`src/rtl/wb_multi_retire_pkg.sv`:
```
// Shared definitions for the multi-lane writeback stage: state encoding,
// default sizes and lane slicing for the flattened per-lane buses.
package wb_multi_retire_pkg;

  localparam int unsigned DEF_LANES   = 2;
  localparam int unsigned DEF_CNTBITS = 32;

  typedef enum logic {
    RUN    = 1'b0,
    HALTED = 1'b1
  } wb_state_e;

  // Low bit offset of a lane's field inside a flattened LANES*width bus.
  function automatic int unsigned lane_lo(input int unsigned lane, input int unsigned width);
    return lane * width;
  endfunction

endpackage

```
`src/rtl/wb_multi_retire_if.sv`:
```
// Retire-lane inputs and writeback/statistics outputs of wb_multi_retire.
interface wb_multi_retire_if
  import wb_multi_retire_pkg::*;
#(
  parameter int unsigned LANES     = DEF_LANES,
  parameter int unsigned DBITS     = 32,
  parameter int unsigned REGNOBITS = 5,
  parameter int unsigned CSRNOBITS = 12,
  parameter int unsigned CNTBITS   = DEF_CNTBITS
);
  logic [LANES-1:0]           in_valid;
  logic [LANES-1:0]           in_wr_reg;
  logic [LANES*REGNOBITS-1:0] in_rd;
  logic [LANES*DBITS-1:0]     in_regval;
  logic [LANES-1:0]           in_wr_csr;
  logic [LANES*CSRNOBITS-1:0] in_csrno;
  logic [LANES*DBITS-1:0]     in_csrval;
  logic [LANES-1:0]           in_is_branch;
  logic [LANES-1:0]           in_br_hit;
  logic [LANES-1:0]           in_halt;
  logic                       stats_clr;

  logic [LANES-1:0]           wb_we;
  logic [LANES*REGNOBITS-1:0] wb_rd;
  logic [LANES*DBITS-1:0]     wb_val;
  logic                       csr_we;
  logic [CSRNOBITS-1:0]       csr_no;
  logic [DBITS-1:0]           csr_val;
  logic [CNTBITS-1:0]         retire_count;
  logic [CNTBITS-1:0]         branch_count;
  logic [CNTBITS-1:0]         hit_count;
  logic                       halted;
  logic                       stall_fe;

  modport master (
    output in_valid, in_wr_reg, in_rd, in_regval, in_wr_csr, in_csrno, in_csrval,
           in_is_branch, in_br_hit, in_halt, stats_clr,
    input  wb_we, wb_rd, wb_val, csr_we, csr_no, csr_val,
           retire_count, branch_count, hit_count, halted, stall_fe
  );

  modport slave (
    input  in_valid, in_wr_reg, in_rd, in_regval, in_wr_csr, in_csrno, in_csrval,
           in_is_branch, in_br_hit, in_halt, stats_clr,
    output wb_we, wb_rd, wb_val, csr_we, csr_no, csr_val,
           retire_count, branch_count, hit_count, halted, stall_fe
  );

endinterface

```
`src/rtl/wb_retire_mask.sv`:
```
// Per-lane retire qualification: halt squashing, GPR write-after-write
// resolution (youngest lane wins) and one-hot selection of the CSR writer.
module wb_retire_mask
  import wb_multi_retire_pkg::*;
#(
  parameter int unsigned LANES     = DEF_LANES,
  parameter int unsigned REGNOBITS = 5
) (
  input  logic [LANES-1:0]           valid,
  input  logic [LANES-1:0]           halt,
  input  logic [LANES-1:0]           wr_reg,
  input  logic [LANES*REGNOBITS-1:0] rd,
  input  logic [LANES-1:0]           wr_csr,
  output logic [LANES-1:0]           ev,
  output logic [LANES-1:0]           we,
  output logic [LANES-1:0]           csr_sel
);

  logic [LANES-1:0] we_raw;

  always_comb begin
    logic squash;
    squash  = 1'b0;
    ev      = '0;
    we_raw  = '0;
    csr_sel = '0;
    for (int unsigned i = 0; i < LANES; i++) begin
      ev[i]     = valid[i] & ~squash;
      squash    = squash | (valid[i] & halt[i]);
      we_raw[i] = ev[i] & wr_reg[i] & (rd[lane_lo(i, REGNOBITS) +: REGNOBITS] != '0);
      if (ev[i] & wr_csr[i]) begin
        csr_sel    = '0;
        csr_sel[i] = 1'b1;
      end
    end
  end

  // An older lane loses its enable if any younger enabled lane targets the same GPR.
  always_comb begin
    we = '0;
    for (int unsigned i = 0; i < LANES; i++) begin
      we[i] = we_raw[i];
      for (int unsigned j = i + 1; j < LANES; j++) begin
        if (we_raw[j] && (rd[lane_lo(j, REGNOBITS) +: REGNOBITS] ==
                          rd[lane_lo(i, REGNOBITS) +: REGNOBITS]))
          we[i] = 1'b0;
      end
    end
  end

endmodule

```
`src/rtl/wb_multi_retire.sv`:
```
// Multi-lane writeback stage: registered GPR/CSR write ports to DE,
// architectural statistics counters and the RUN/HALTED state machine.
module wb_multi_retire
  import wb_multi_retire_pkg::*;
#(
  parameter int unsigned LANES     = DEF_LANES,
  parameter int unsigned DBITS     = 32,
  parameter int unsigned REGNOBITS = 5,
  parameter int unsigned CSRNOBITS = 12,
  parameter int unsigned CNTBITS   = DEF_CNTBITS
) (
  input logic               clk,
  input logic               reset,
  wb_multi_retire_if.slave  bus
);

  wb_state_e           state;
  logic                run;
  logic [LANES-1:0]    ev, we, csr_sel;
  logic [CSRNOBITS-1:0] sel_no;
  logic [DBITS-1:0]    sel_val;
  logic [2:0]          n_ret, n_br, n_hit;
  logic [CNTBITS:0]    br_sum, hit_sum;
  logic [CNTBITS-1:0]  br_next, hit_next;

  assign run = (state == RUN);

  // Gating valid while halted makes every downstream enable and count zero.
  wb_retire_mask #(
    .LANES     (LANES),
    .REGNOBITS (REGNOBITS)
  ) u_mask (
    .valid   (bus.in_valid & {LANES{run}}),
    .halt    (bus.in_halt),
    .wr_reg  (bus.in_wr_reg),
    .rd      (bus.in_rd),
    .wr_csr  (bus.in_wr_csr),
    .ev      (ev),
    .we      (we),
    .csr_sel (csr_sel)
  );

  always_comb begin
    sel_no  = '0;
    sel_val = '0;
    n_ret   = '0;
    n_br    = '0;
    n_hit   = '0;
    for (int unsigned i = 0; i < LANES; i++) begin
      if (csr_sel[i]) begin
        sel_no  = bus.in_csrno[lane_lo(i, CSRNOBITS) +: CSRNOBITS];
        sel_val = bus.in_csrval[lane_lo(i, DBITS) +: DBITS];
      end
      n_ret = n_ret + 3'(ev[i]);
      n_br  = n_br  + 3'(ev[i] & bus.in_is_branch[i]);
      n_hit = n_hit + 3'(ev[i] & bus.in_is_branch[i] & bus.in_br_hit[i]);
    end
    br_sum   = {1'b0, bus.branch_count} + (CNTBITS+1)'(n_br);
    hit_sum  = {1'b0, bus.hit_count} + (CNTBITS+1)'(n_hit);
    br_next  = br_sum[CNTBITS]  ? '1 : br_sum[CNTBITS-1:0];
    hit_next = hit_sum[CNTBITS] ? '1 : hit_sum[CNTBITS-1:0];
  end

  always_ff @(posedge clk or negedge reset) begin
    if (!reset) begin
      state            <= RUN;
      bus.wb_we        <= '0;
      bus.wb_rd        <= '0;
      bus.wb_val       <= '0;
      bus.csr_we       <= 1'b0;
      bus.csr_no       <= '0;
      bus.csr_val      <= '0;
      bus.retire_count <= '0;
      bus.branch_count <= '0;
      bus.hit_count    <= '0;
    end else begin
      bus.wb_we  <= we;
      bus.csr_we <= |csr_sel;
      if (run) begin
        bus.wb_rd  <= bus.in_rd;
        bus.wb_val <= bus.in_regval;
      end
      if (|csr_sel) begin
        bus.csr_no  <= sel_no;
        bus.csr_val <= sel_val;
      end
      bus.retire_count <= bus.retire_count + CNTBITS'(n_ret);
      if (bus.stats_clr) begin
        bus.branch_count <= '0;
        bus.hit_count    <= '0;
      end else begin
        bus.branch_count <= br_next;
        bus.hit_count    <= hit_next;
      end
      if (run && |(ev & bus.in_halt))
        state <= HALTED;
    end
  end

  assign bus.halted   = (state == HALTED);
  assign bus.stall_fe = (state == HALTED);

endmodule
```
`src/flat_wrapper.sv`:
```
// flat-port wrapper written by rule: the top's interface ports become plain ports
module wb_multi_retire_flat import wb_multi_retire_pkg::*;
#(
  parameter int unsigned LANES     = DEF_LANES,
  parameter int unsigned DBITS     = 32,
  parameter int unsigned REGNOBITS = 5,
  parameter int unsigned CSRNOBITS = 12,
  parameter int unsigned CNTBITS   = DEF_CNTBITS
)
  (clk, reset, bus_in_valid, bus_in_wr_reg, bus_in_rd, bus_in_regval, bus_in_wr_csr, bus_in_csrno, bus_in_csrval, bus_in_is_branch, bus_in_br_hit, bus_in_halt, bus_stats_clr, bus_wb_we, bus_wb_rd, bus_wb_val, bus_csr_we, bus_csr_no, bus_csr_val, bus_retire_count, bus_branch_count, bus_hit_count, bus_halted, bus_stall_fe);
  wb_multi_retire_if #(.LANES(LANES), .DBITS(DBITS), .REGNOBITS(REGNOBITS), .CSRNOBITS(CSRNOBITS), .CNTBITS(CNTBITS)) bus_i ();
  input logic clk;
  input logic reset;
  input wire logic [$bits(bus_i.in_valid)-1:0] bus_in_valid;
  input wire logic [$bits(bus_i.in_wr_reg)-1:0] bus_in_wr_reg;
  input wire logic [$bits(bus_i.in_rd)-1:0] bus_in_rd;
  input wire logic [$bits(bus_i.in_regval)-1:0] bus_in_regval;
  input wire logic [$bits(bus_i.in_wr_csr)-1:0] bus_in_wr_csr;
  input wire logic [$bits(bus_i.in_csrno)-1:0] bus_in_csrno;
  input wire logic [$bits(bus_i.in_csrval)-1:0] bus_in_csrval;
  input wire logic [$bits(bus_i.in_is_branch)-1:0] bus_in_is_branch;
  input wire logic [$bits(bus_i.in_br_hit)-1:0] bus_in_br_hit;
  input wire logic [$bits(bus_i.in_halt)-1:0] bus_in_halt;
  input wire logic [$bits(bus_i.stats_clr)-1:0] bus_stats_clr;
  output wire logic [$bits(bus_i.wb_we)-1:0] bus_wb_we;
  output wire logic [$bits(bus_i.wb_rd)-1:0] bus_wb_rd;
  output wire logic [$bits(bus_i.wb_val)-1:0] bus_wb_val;
  output wire logic [$bits(bus_i.csr_we)-1:0] bus_csr_we;
  output wire logic [$bits(bus_i.csr_no)-1:0] bus_csr_no;
  output wire logic [$bits(bus_i.csr_val)-1:0] bus_csr_val;
  output wire logic [$bits(bus_i.retire_count)-1:0] bus_retire_count;
  output wire logic [$bits(bus_i.branch_count)-1:0] bus_branch_count;
  output wire logic [$bits(bus_i.hit_count)-1:0] bus_hit_count;
  output wire logic [$bits(bus_i.halted)-1:0] bus_halted;
  output wire logic [$bits(bus_i.stall_fe)-1:0] bus_stall_fe;
  assign bus_i.in_valid = bus_in_valid;
  assign bus_i.in_wr_reg = bus_in_wr_reg;
  assign bus_i.in_rd = bus_in_rd;
  assign bus_i.in_regval = bus_in_regval;
  assign bus_i.in_wr_csr = bus_in_wr_csr;
  assign bus_i.in_csrno = bus_in_csrno;
  assign bus_i.in_csrval = bus_in_csrval;
  assign bus_i.in_is_branch = bus_in_is_branch;
  assign bus_i.in_br_hit = bus_in_br_hit;
  assign bus_i.in_halt = bus_in_halt;
  assign bus_i.stats_clr = bus_stats_clr;
  assign bus_wb_we = bus_i.wb_we;
  assign bus_wb_rd = bus_i.wb_rd;
  assign bus_wb_val = bus_i.wb_val;
  assign bus_csr_we = bus_i.csr_we;
  assign bus_csr_no = bus_i.csr_no;
  assign bus_csr_val = bus_i.csr_val;
  assign bus_retire_count = bus_i.retire_count;
  assign bus_branch_count = bus_i.branch_count;
  assign bus_hit_count = bus_i.hit_count;
  assign bus_halted = bus_i.halted;
  assign bus_stall_fe = bus_i.stall_fe;
  wb_multi_retire #(.LANES(LANES), .DBITS(DBITS), .REGNOBITS(REGNOBITS), .CSRNOBITS(CSRNOBITS), .CNTBITS(CNTBITS)) u_core (.clk(clk), .reset(reset), .bus(bus_i));
endmodule
```
`config.mk`:
```
export PLATFORM = sky130hd
export DESIGN_NAME = wb_multi_retire_flat
export DESIGN_NICKNAME = d
export VERILOG_FILES = /design/src/rtl/wb_multi_retire_pkg.sv /design/src/rtl/wb_multi_retire_if.sv /design/src/rtl/wb_retire_mask.sv /design/src/rtl/wb_multi_retire.sv /design/src/flat_wrapper.sv
export SDC_FILE = /design/constraint.sdc
export NUM_CORES = 1
export LEC_CHECK = 0
export CORE_AREA = 2 2 153 155
export DETAILED_ROUTE_END_ITERATION = 8
export DIE_AREA = 0 0 155 157
export GPL_TIMING_DRIVEN = 1
export PLACE_DENSITY_LB_ADDON = 0.12
export SYNTH_ARGS = -nofsm -noshare
export SYNTH_HDL_FRONTEND = slang
export SYNTH_SLANG_ARGS = --single-unit
```
`constraint.sdc`:
```
create_clock -name clk -period 6.3 [get_ports clk]
set_clock_uncertainty 0.2 [all_clocks]
set_input_delay 1.26 -clock clk [delete_from_list [all_inputs] [get_ports clk]]
set_output_delay 1.26 -clock clk [all_outputs]
set_load 0.05 [all_outputs]
```
**Word level (Yosys, flattened, before mapping)**

Cells that the tools add are included.

- Register bits after elaboration: 218
- Logic and storage cells: 50
- Input port bits: 177

- $add $sub $neg: 6
- Bitwise operators: 16
- Mux-type cells: 11
- Reduce and logical (&&, ||, !) cells: 6
- Eq/ne operators: 1

Operator list:

| cell | number |
|---|---|
| $mux 32 | 6 |
| $add 32x3->33 | 2 |
| $add 32x3->32 | 1 |
| $mux 12 | 2 |
| $and 1x1->1 | 10 |
| $reduce_bool 5->1 | 2 |
| $add 3x3->3 | 2 |
| $and 3x1->3 | 2 |
| $eq 5x5->1 | 1 |
| $and 2x2->2 | 2 |
| $reduce_or 2->1 | 2 |
| $add 1x1->2 | 1 |
| $logic_and 1x1->1 | 2 |
| $mux 1 | 2 |
| $mux 2 | 1 |
| $not 1->1 | 2 |

**Depth between registers and ports, before layout**

Gate-level depths: netlist of run 1.

- Depth after elaboration: 11
- Mapped depth: 12
- Depth with buffers taken out: 11

**By module**

A second synthesis of run 1 with hierarchy kept.

- Cell total of the unflattened synthesis: 904
- Area total of the unflattened synthesis: 10122.2 um^2

By module, submodules not included:

| module | times used | cells each | area an instance (um^2) |
|---|---|---|---|
| wb_multi_retire | 1 | 887 | 9995.8 |
| wb_retire_mask | 1 | 17 | 126.4 |

**Worst setup path after synthesis of run 1**

Ideal clock, no wire load.

- Path type: input-to-reg
- From: input port bus_in_valid[0]
- To: register u_core.bus.branch_count[22] (netlist name)
- Stages: 12
- Library setup time: 0.153 ns
- Data arrival time: 3.841 ns
- Path slack: 2.106 ns
- Buffers on the path: 2
- Required time: 5.947 ns
- Path through: nor2b_1 -> clkbuf_1 -> and2_1 -> ha_1 -> ha_1 -> inv_1 -> fa_1 -> nand4b_2 -> or4_1 -> buf_2 -> a2111oi_0 -> a211oi_1

- Word-level cells in the longest chain between the ends: 9
- Elaborated cells between the ends (all ways): 10

Ends and longest elaborated chain:

| element | RTL line | text |
|---|---|---|
| from (decl) | flat_wrapper.sv:14 | `input wire logic [$bits(bus_i.in_valid)-1:0] bus_in_valid;` |
| $and 2x2->2 * | wb_multi_retire.sv:33 | `.valid (bus.in_valid & {LANES{run}}),` |
| $and 1x1->1 | wb_retire_mask.sv:29 | `squash = squash \| (valid[i] & halt[i]);` |
| $not 1->1 | wb_retire_mask.sv:28 | `ev[i] = valid[i] & ~squash;` |
| $and 1x1->1 | wb_retire_mask.sv:28 |  |
| $and 1x1->1 | wb_multi_retire.sv:55 | `n_br = n_br + 3'(ev[i] & bus.in_is_branch[i]);` |
| $add 3x3->3 * | wb_multi_retire.sv:55 |  |
| $add 32x3->33 * | wb_multi_retire.sv:58 | `br_sum = {1'b0, bus.branch_count} + (CNTBITS+1)'(n_br);` |
| $mux 32 * | wb_multi_retire.sv:60 | `br_next = br_sum[CNTBITS] ? '1 : br_sum[CNTBITS-1:0];` |
| $mux 32 * | wb_multi_retire.sv:88 | `if (bus.stats_clr) begin` |
| to (signal assigned) | wb_multi_retire.sv:92 | `bus.branch_count <= br_next;` |
| to (decl) | wb_multi_retire_if.sv:46 | `retire_count, branch_count, hit_count, halted, stall_fe` |

Every way passes the cells marked *; elsewhere a longest branch is shown, timed or not.
A chain may end at the register's enable or synchronous reset.

**Worst setup path after layout of run 1**

- From: input port bus_in_valid[0]
- To: register u_core.bus.hit_count[0] (netlist name)

- Word-level cells in the longest chain between the ends: 10
- Elaborated cells between the ends (all ways): 12

Ends and longest elaborated chain:

| element | RTL line | text |
|---|---|---|
| $and 2x2->2 * | wb_multi_retire.sv:33 |  |
| $and 1x1->1 | wb_retire_mask.sv:29 |  |
| $not 1->1 | wb_retire_mask.sv:28 |  |
| $and 1x1->1 | wb_retire_mask.sv:28 |  |
| $and 1x1->1 | wb_multi_retire.sv:56 | `n_hit = n_hit + 3'(ev[i] & bus.in_is_branch[i] & bus.in_br_hit[i]);` |
| $and 3x1->3 | wb_multi_retire.sv:56 |  |
| $add 3x3->3 * | wb_multi_retire.sv:56 |  |
| $add 32x3->33 * | wb_multi_retire.sv:59 | `hit_sum = {1'b0, bus.hit_count} + (CNTBITS+1)'(n_hit);` |
| $mux 32 * | wb_multi_retire.sv:61 | `hit_next = hit_sum[CNTBITS] ? '1 : hit_sum[CNTBITS-1:0];` |
| $mux 32 * | wb_multi_retire.sv:88 |  |
| to (signal assigned) | wb_multi_retire.sv:93 | `bus.hit_count <= hit_next;` |
| to (decl) | wb_multi_retire_if.sv:46 |  |

Marked as above.

==> results.py, run 1 <==
metrics = {
    "sta": {
        "hold_viol": 0,
        "timing.final.crit_share": 0.7241,
        "final.min_clock_period_ns": 4.562,
        "rsz0062_at_grt": "no",
        "worst-slew-pin-transition_ns": 1.095,
        "timing.slew.headroom": 0.2637,
        "highest_clock_frequency_the_design_can_meet_mhz": 219.2,
        "worst_hold_slack_ns": 0.2789,
        "final-setup-viol-count": 0,
        "timing.final.max_slew_violations": 0,
        "finalSetupTns_ns": 0,
    },
    "critical_path": {
        "timing.setup.critical_path_class": "in -> reg",
        "start_kind": "input port",
        "number_of_cells_on_the_worst_reg_to_reg_path": 13,
        "worst_setup_path_end_kind": "flip-flop",
        "worstReg2RegStart": "u_core.bus.halted",
        "reg_to_reg_setup_timing_slack_ns": 1.91,
        "worst_path_arrival_time_ns": 4.80,
        "timing.critical_path.fanout_max": 21,
        "critPathRequiredTime_ns": 6.54,
        "crit-reg2reg-capture": "u_core.bus.hit_count[0]",
    },
    "pwr": {
        "fin_total_pwr_mw": 4.363,
        "power_density_nw_per_um2": 288.8,
        "p_leak_nw": 6.392,
        "worst_vdd_rail_ir_drop_v": 0.0002276,
    },
    "drt": {
        "detail_route.first_pass.iterations": 5,
        "drt-vias-per-instance": 5.496,
        "drc_errors": 0,
        "via_count": 8672,
        "wirelength_um": 32270,
        "routed_wire_length_per_instance_um": 20.45,
        "drt-initial-drc-count": 454,
        "antenna_violating_nets_post_route": 0,
    },
    "hold_path": {
        "worstHoldPathType": "reg -> reg",
        "min-delay-start": "u_core.bus.retire_count[31]",
        "min_to": "u_core.bus.retire_count[31]",
        "holdPathStages": 1,
    },
    "clock_tree": {
        "buffer_type_at_the_clock_tree_root": "sky130_fd_sc_hd__clkbuf_16",
        "tritoncts": "done",
        "clk_pin_slew_ns": 0.06,
        "post_cts_buffers": 0,
        "numClockSinks": 218,
        "post_cts_resize_count": 0,
        "clk_latency_ns": 0.51,
        "cts-htree-levels": 1,
        "total_clock_buffers_created_by_cts": 25,
        "cts_buffer_depth": 3,
        "holdBufCountCts": 0,
    },
    "die": {
        "initial_core_util": 0.4493,
        "ioPinCount": 396,
        "die-width_um": 155,
        "floorplan.die_area_um2": 24340,
        "fp.dieH_um": 157,
        "core_area_um2": 22500,
        "fp-row-count": 55,
    },
    "outcome": {
        "outcome": "finished, final reports clean",
    },
    "synth": {
        "number_of_synthesized_flops_with_an_enable_pin": 0,
        "synth_area_per_inst_um2": 11.33,
        "postSynth.topFlopCell": "sky130_fd_sc_hd__dfrtp_1",
        "synth.area.top_cells": "sky130_fd_sc_hd__dfrtp_1 (54%), sky130_fd_sc_hd__mux2_2 (8.2%), sky130_fd_sc_hd__mux2i_1 (4.4%), sky130_fd_sc_hd__a21oi_1 (3.9%), sky130_fd_sc_hd__xnor2_1 (3.3%)",
        "synth_nets": 1081,
        "synth-seq-cells": 218,
        "synth_top_area_share": 0.5396,
        "yosysSeqAreaShare": 0.5396,
        "synth-async-reset-ratio": 1.000,
        "syn_inst": 892,
        "yosys_warnings": 0,
        "yosys.area.top_type": "sky130_fd_sc_hd__dfrtp_1",
        "post_synth_num_cell_types": 53,
        "synthesis.area_um2": 10110,
    },
    "layout": {
        "syn_to_final_growth_pct": 49.42,
        "post_route_cells_drive_above_1_share": 0.1045,
        "design.final.nets": 1464,
        "fin_util": 0.6713,
    },
    "placed_design": {
        "dp.final_hpwl_um": 23540,
        "place.gp.congestion": 0.8411,
        "port_buffers": 395,
    },
    "run": {
        "drv_cap": 0,
    },
    "global_routing": {
        "grt_pass1_wl_um": 49040,
        "first_global_vias": 8552,
        "antenna_found_initial": 2,
        "gr-usage-all-layers": 0.2549,
        "overflow": 0,
        "grt_max_degree": 113,
    },
}
==> final cells by class <==
cell class,instances,area (um2)
flip-flops and latches,218,5456
clock buffers,38,734.5
well taps,285,356.6
fillers,1788,7397
inverters,23,86.33
clock inverters,6,58.81
repair buffers,404,4034
multi-input cells,603,4377
diodes,1,2.502
==> Yosys cell counts (all sizes together), types with 4 or more instances <==
library cell	n
buf	15
inv	23
or3	10
a31oi	26
and2	6
a21oi	78
and4b	5
and4	18
mux2	74
xor2	16
o21ai	9
a41oi	4
nor4	12
nor2	63
nand2	32
xnor2	38
mux2i	44
ha	9
dfrtp	218
and3	14
nand4b	6
or4	11
nand4	26
nor3	16
o31ai	11
nand3	38
nor2b	4
clkbuf	33
==> metrics by stage <==
stage          setup slack [ns]  cells  cell area [um2]
2_1_floorplan             2.106    892            10110
3_3_place_gp              1.295   1533            14310
3_5_place_dp              1.239   1533            14310
4_1_cts                   1.767   1577            15100
5_1_grt                   1.483   1578            15110
6_report                  1.738   1578            15110
==> where the power goes <==
group | internal (mW) | switching [mW]
Clock | 0.840 | 0.569
Sequential | 1.56 | 0.0927
Combinational | 0.479 | 0.817
Total | 2.88 | 1.48
==> worst max-delay path by stage <==
| stage | end | slack [ns] | cells past startpoint | start |
|---|---|---|---|---|
| 3_5_place_dp | u_core.bus.hit_count[5] | 1.24 | 13 | bus_in_valid[0] |
| 5_1_grt | u_core.bus.hit_count[0] | 1.48 | 13 | bus_in_valid[0] |
| 4_1_cts | u_core.bus.hit_count[10] | 1.77 | 13 | bus_in_valid[0] |
| 6_report | u_core.bus.hit_count[0] | 1.74 | 13 | bus_in_valid[0] |
| 2_1_floorplan | u_core.bus.branch_count[22] | 2.11 | 12 | bus_in_valid[0] |
| 3_3_place_gp | u_core.bus.hit_count[0] | 1.29 | 13 | bus_in_valid[0] |
==> critical path: stages <==
cell,delay [ns]
sky130_fd_sc_hd__clkdlybuf4s50_1,0.48
sky130_fd_sc_hd__a21oi_1,0.11
sky130_fd_sc_hd__and3_1,0.27
sky130_fd_sc_hd__and2_1,0.18
sky130_fd_sc_hd__ha_1,0.28
sky130_fd_sc_hd__ha_1,0.18
sky130_fd_sc_hd__inv_1,0.07
sky130_fd_sc_hd__fa_1,0.44
sky130_fd_sc_hd__nand4b_1,0.42
sky130_fd_sc_hd__nor3_2,0.52
sky130_fd_sc_hd__nand3_1,0.14
sky130_fd_sc_hd__buf_4,0.28
sky130_fd_sc_hd__a21oi_1,0.17
==> logic make-up (layout without fill, tap and decap cells) <==
logic type / Yosys count / count (layout) / synth area share
xor gates and xnor gates: 54 / 54 / 0.04678
buffers and inverters: 71 / 471 / 0.02822
adders and majority gates: 12 / 12 / 0.01708
AOI/OAI and AO/OA: 153 / 153 / 0.09171
other: 0 / 1 / 0
DFF: 218 / 218 / 0.5396
and+or+nand+nor: 266 / 266 / 0.1506
muxes: 118 / 118 / 0.1260
==> registers in the layout (all words and copies together), names as in the netlist <==
register and flops:
u_core.bus.branch_count 32, u_core.bus.wb_rd 10, u_core.bus.wb_we 2, u_core.bus.retire_count 32, u_core.bus.hit_count 32, u_core.bus.wb_val 64
u_core.bus.csr_val 32, u_core.bus.halted 1, u_core.bus.csr_no 12, u_core.bus.csr_we 1
==> placed cells by master (no fill, tap or decap), drive strengths merged, types with 12 or more instances in the layout <==
cell type / Yosys / final
nor4: 12 / 12
inv: 23 / 24
and4: 18 / 18
nand2: 32 / 32
clkbuf: 33 / 38
a21oi: 78 / 78
and3: 14 / 14
xnor2: 38 / 38
a31oi: 26 / 26
clkdlybuf4s50: 0 / 393
nand3: 38 / 38
nor3: 16 / 16
dfrtp: 218 / 218
mux2i: 44 / 44
xor2: 16 / 16
nand4: 26 / 26
nor2: 63 / 63
mux2: 74 / 74
==> layer usage <==
layer  global-route usage  part of all wire
met4              0.07055             0.025
met2               0.4404              0.50
met3              0.06856             0.081
met5                    0                 0
met1               0.3164              0.39
No activity file was read; power rests on OpenSTA's default activity.
==> inputs of run 2 (changes only) <==
--- a/config.mk
+++ b/config.mk
@@ -5,9 +5,9 @@
 export SDC_FILE = /design/constraint.sdc
 export NUM_CORES = 1
 export LEC_CHECK = 0
-export CORE_AREA = 2 2 153 155
+export CORE_MARGIN = 2
+export CORE_UTILIZATION = 44
 export DETAILED_ROUTE_END_ITERATION = 8
-export DIE_AREA = 0 0 155 157
 export GPL_TIMING_DRIVEN = 1
 export PLACE_DENSITY_LB_ADDON = 0.12
 export SYNTH_ARGS = -nofsm -noshare
==> constraint.sdc (replaced) <==
create_clock -name clk -period 4.6 [get_ports clk]
set_clock_uncertainty 0.2 [all_clocks]
set_input_delay 0.92 -clock clk [delete_from_list [all_inputs] [get_ports clk]]
set_output_delay 0.92 -clock clk [all_outputs]
set_load 0.05 [all_outputs]
==> run 2 against run 1 <==
Against the previous run: utilization increased by 0.39 points; clock power is 39% higher; combinational power up 36%; flip-flop and latch count stayed put; critical path depth stayed put; non-clock buffer count up 13.
==> results.py, run 2 (synthesis results as in run 1) <==
metrics = {
    "global_routing": {
        "gr-usage-all-layers": 0.2546,
        "first_global_vias": 8511,
        "antenna_found_initial": 3,
        "grt_max_degree": 90,
        "overflow": 0,
        "grt_pass1_wl_um": 48470,
    },
    "outcome": {
        "outcome": "finished, final reports clean",
    },
    "clock_tree": {
        "cts_buffer_depth": 3,
        "post_cts_resize_count": 0,
        "holdBufCountCts": 0,
        "clk_latency_ns": 0.51,
        "buffer_type_at_the_clock_tree_root": "sky130_fd_sc_hd__clkbuf_16",
        "cts-htree-levels": 1,
        "post_cts_buffers": 0,
        "clk_pin_slew_ns": 0.06,
        "total_clock_buffers_created_by_cts": 25,
        "numClockSinks": 218,
        "tritoncts": "done",
    },
    "drt": {
        "drc_errors": 0,
        "wirelength_um": 32150,
        "via_count": 8759,
        "detail_route.first_pass.iterations": 5,
        "antenna_violating_nets_post_route": 0,
        "routed_wire_length_per_instance_um": 20.18,
        "drt-vias-per-instance": 5.498,
        "drt-initial-drc-count": 461,
    },
    "critical_path": {
        "worstReg2RegStart": "u_core.bus.halted",
        "timing.setup.critical_path_class": "in -> reg",
        "crit-reg2reg-capture": "u_core.bus.hit_count[30]",
        "worst_setup_path_end_kind": "flip-flop",
        "reg_to_reg_setup_timing_slack_ns": 1.35,
        "number_of_cells_on_the_worst_reg_to_reg_path": 12,
        "critPathRequiredTime_ns": 4.82,
        "start_kind": "input port",
        "worst_path_arrival_time_ns": 4.10,
        "timing.critical_path.fanout_max": 5,
    },
    "placed_design": {
        "place.gp.congestion": 0.8310,
        "dp.final_hpwl_um": 23910,
        "port_buffers": 395,
        "post-place-ws_ns": 0.2224,
    },
    "die": {
        "fp-row-count": 55,
        "core_area_um2": 22570,
        "initial_core_util": 0.4479,
        "ioPinCount": 396,
        "floorplan.die_area_um2": 24210,
        "die-width_um": 155.6,
        "fp.dieH_um": 155.6,
    },
    "layout": {
        "syn_to_final_growth_pct": 50.74,
        "num-fill-cells": 1759,
        "design.final.nets": 1477,
        "largest_register": "u_core.bus.wb_val",
        "layout.cells.most_common_list": "sky130_fd_sc_hd__clkdlybuf4s50_1 (393), sky130_fd_sc_hd__dfrtp_1 (217), sky130_fd_sc_hd__a21oi_1 (78), sky130_fd_sc_hd__mux2_2 (74), sky130_fd_sc_hd__nor2_1 (63)",
        "post_route_cells_drive_above_1_share": 0.1133,
        "number_of_flip_flops_under_the_largest_register_name": 64,
        "layout.cells.most_common": "sky130_fd_sc_hd__clkdlybuf4s50_1",
    },
    "pwr": {
        "worst_vdd_rail_ir_drop_v": 0.0004460,
        "power_density_nw_per_um2": 394.3,
        "p_leak_nw": 6.467,
    },
    "sta": {
        "timing.slew.headroom": 0.2615,
        "finalSetupTns_ns": 0,
        "worst-slew-pin-transition_ns": 1.099,
        "rsz0062_at_grt": "no",
        "hold_viol": 0,
        "fin_ws_ns": 0.7214,
        "timing.final.max_slew_violations": 0,
        "timing.final.crit_share": 0.8432,
        "highest_clock_frequency_the_design_can_meet_mhz": 257.8,
        "final.min_clock_period_ns": 3.879,
        "final-setup-viol-count": 0,
    },
    "hold_path": {
        "worstHoldPathType": "in -> async",
    },
    "run": {
        "drv_cap": 0,
    },
}
## run 2: cell type report
cell class / count / area, um2 / share of cell area
flip-flops and latches: 218 / 5456 / 0.3580
multi-input cells: 603 / 4377 / 0.2872
repair buffers: 417 / 4144 / 0.2719
clock buffers: 41 / 765.7 / 0.05025
well taps: 285 / 356.6 / 0.02340
inverters: 23 / 86.33 / 0.005665
clock inverters: 4 / 48.80 / 0.003202
diodes: 2 / 5.005 / 0.0003284
## run 2: layer usage
metal	share of wire	track usage
met5	0.00075	0
met4	0.028	0.07165
met3	0.085	0.07333
met2	0.49	0.4279
met1	0.39	0.3224
## run 2: worst max path at each step
stage / start / end / slack [ns] / cells past startpoint
final: bus_in_valid[0] / u_core.bus.hit_count[30] / 0.72 / 13
after global routing: bus_in_valid[0] / u_core.bus.hit_count[30] / 0.50 / 13
after CTS: bus_in_valid[0] / u_core.bus.hit_count[30] / 0.74 / 13
after detailed placement: bus_in_valid[0] / u_core.bus.hit_count[30] / 0.22 / 13
after global placement: bus_in_valid[0] / u_core.bus.hit_count[30] / 0.28 / 13
after floorplan: bus_in_valid[0] / u_core.bus.branch_count[22] / 0.75 / 12
## run 2: where the power goes
group | total (mW) | switching (mW) | internal [mW]
clock network | 1.96 | 0.777 | 1.19
logic | 1.77 | 1.11 | 0.657
registers | 2.27 | 0.132 | 2.14
## run 2: stage by stage
| step | power [mW] | instances | util | hold WS [ns] | instance area (um2) |
|---|---|---|---|---|---|
| 6_report | 6.009 | 1593 | 0.6752 | 0.2029 | 15240 |
| 5_1_grt | 6.230 | 1592 | 0.6751 | 0.2678 | 15240 |
| 4_1_cts | 6.067 | 1591 | 0.6749 | 0.2358 | 15230 |
| 3_5_place_dp | 4.086 | 1546 | 0.6389 | 0.2725 | 14420 |
| 3_3_place_gp | 4.062 | 1546 | 0.6389 | 0.2618 | 14420 |
| 2_1_floorplan | 3.310 | 892 | - | 0.4244 | 10110 |
## run 2: critical path, stage by stage
cell	delay, ns
sky130_fd_sc_hd__clkdlybuf4s50_1	0.53
sky130_fd_sc_hd__a21oi_1	0.09
sky130_fd_sc_hd__and3_1	0.22
sky130_fd_sc_hd__and2_1	0.17
sky130_fd_sc_hd__ha_1	0.27
sky130_fd_sc_hd__ha_1	0.19
sky130_fd_sc_hd__inv_1	0.06
sky130_fd_sc_hd__fa_1	0.44
sky130_fd_sc_hd__nand4b_1	0.31
sky130_fd_sc_hd__buf_4	0.23
sky130_fd_sc_hd__nor4_1	0.29
sky130_fd_sc_hd__a31oi_1	0.14
sky130_fd_sc_hd__o31ai_1	0.24
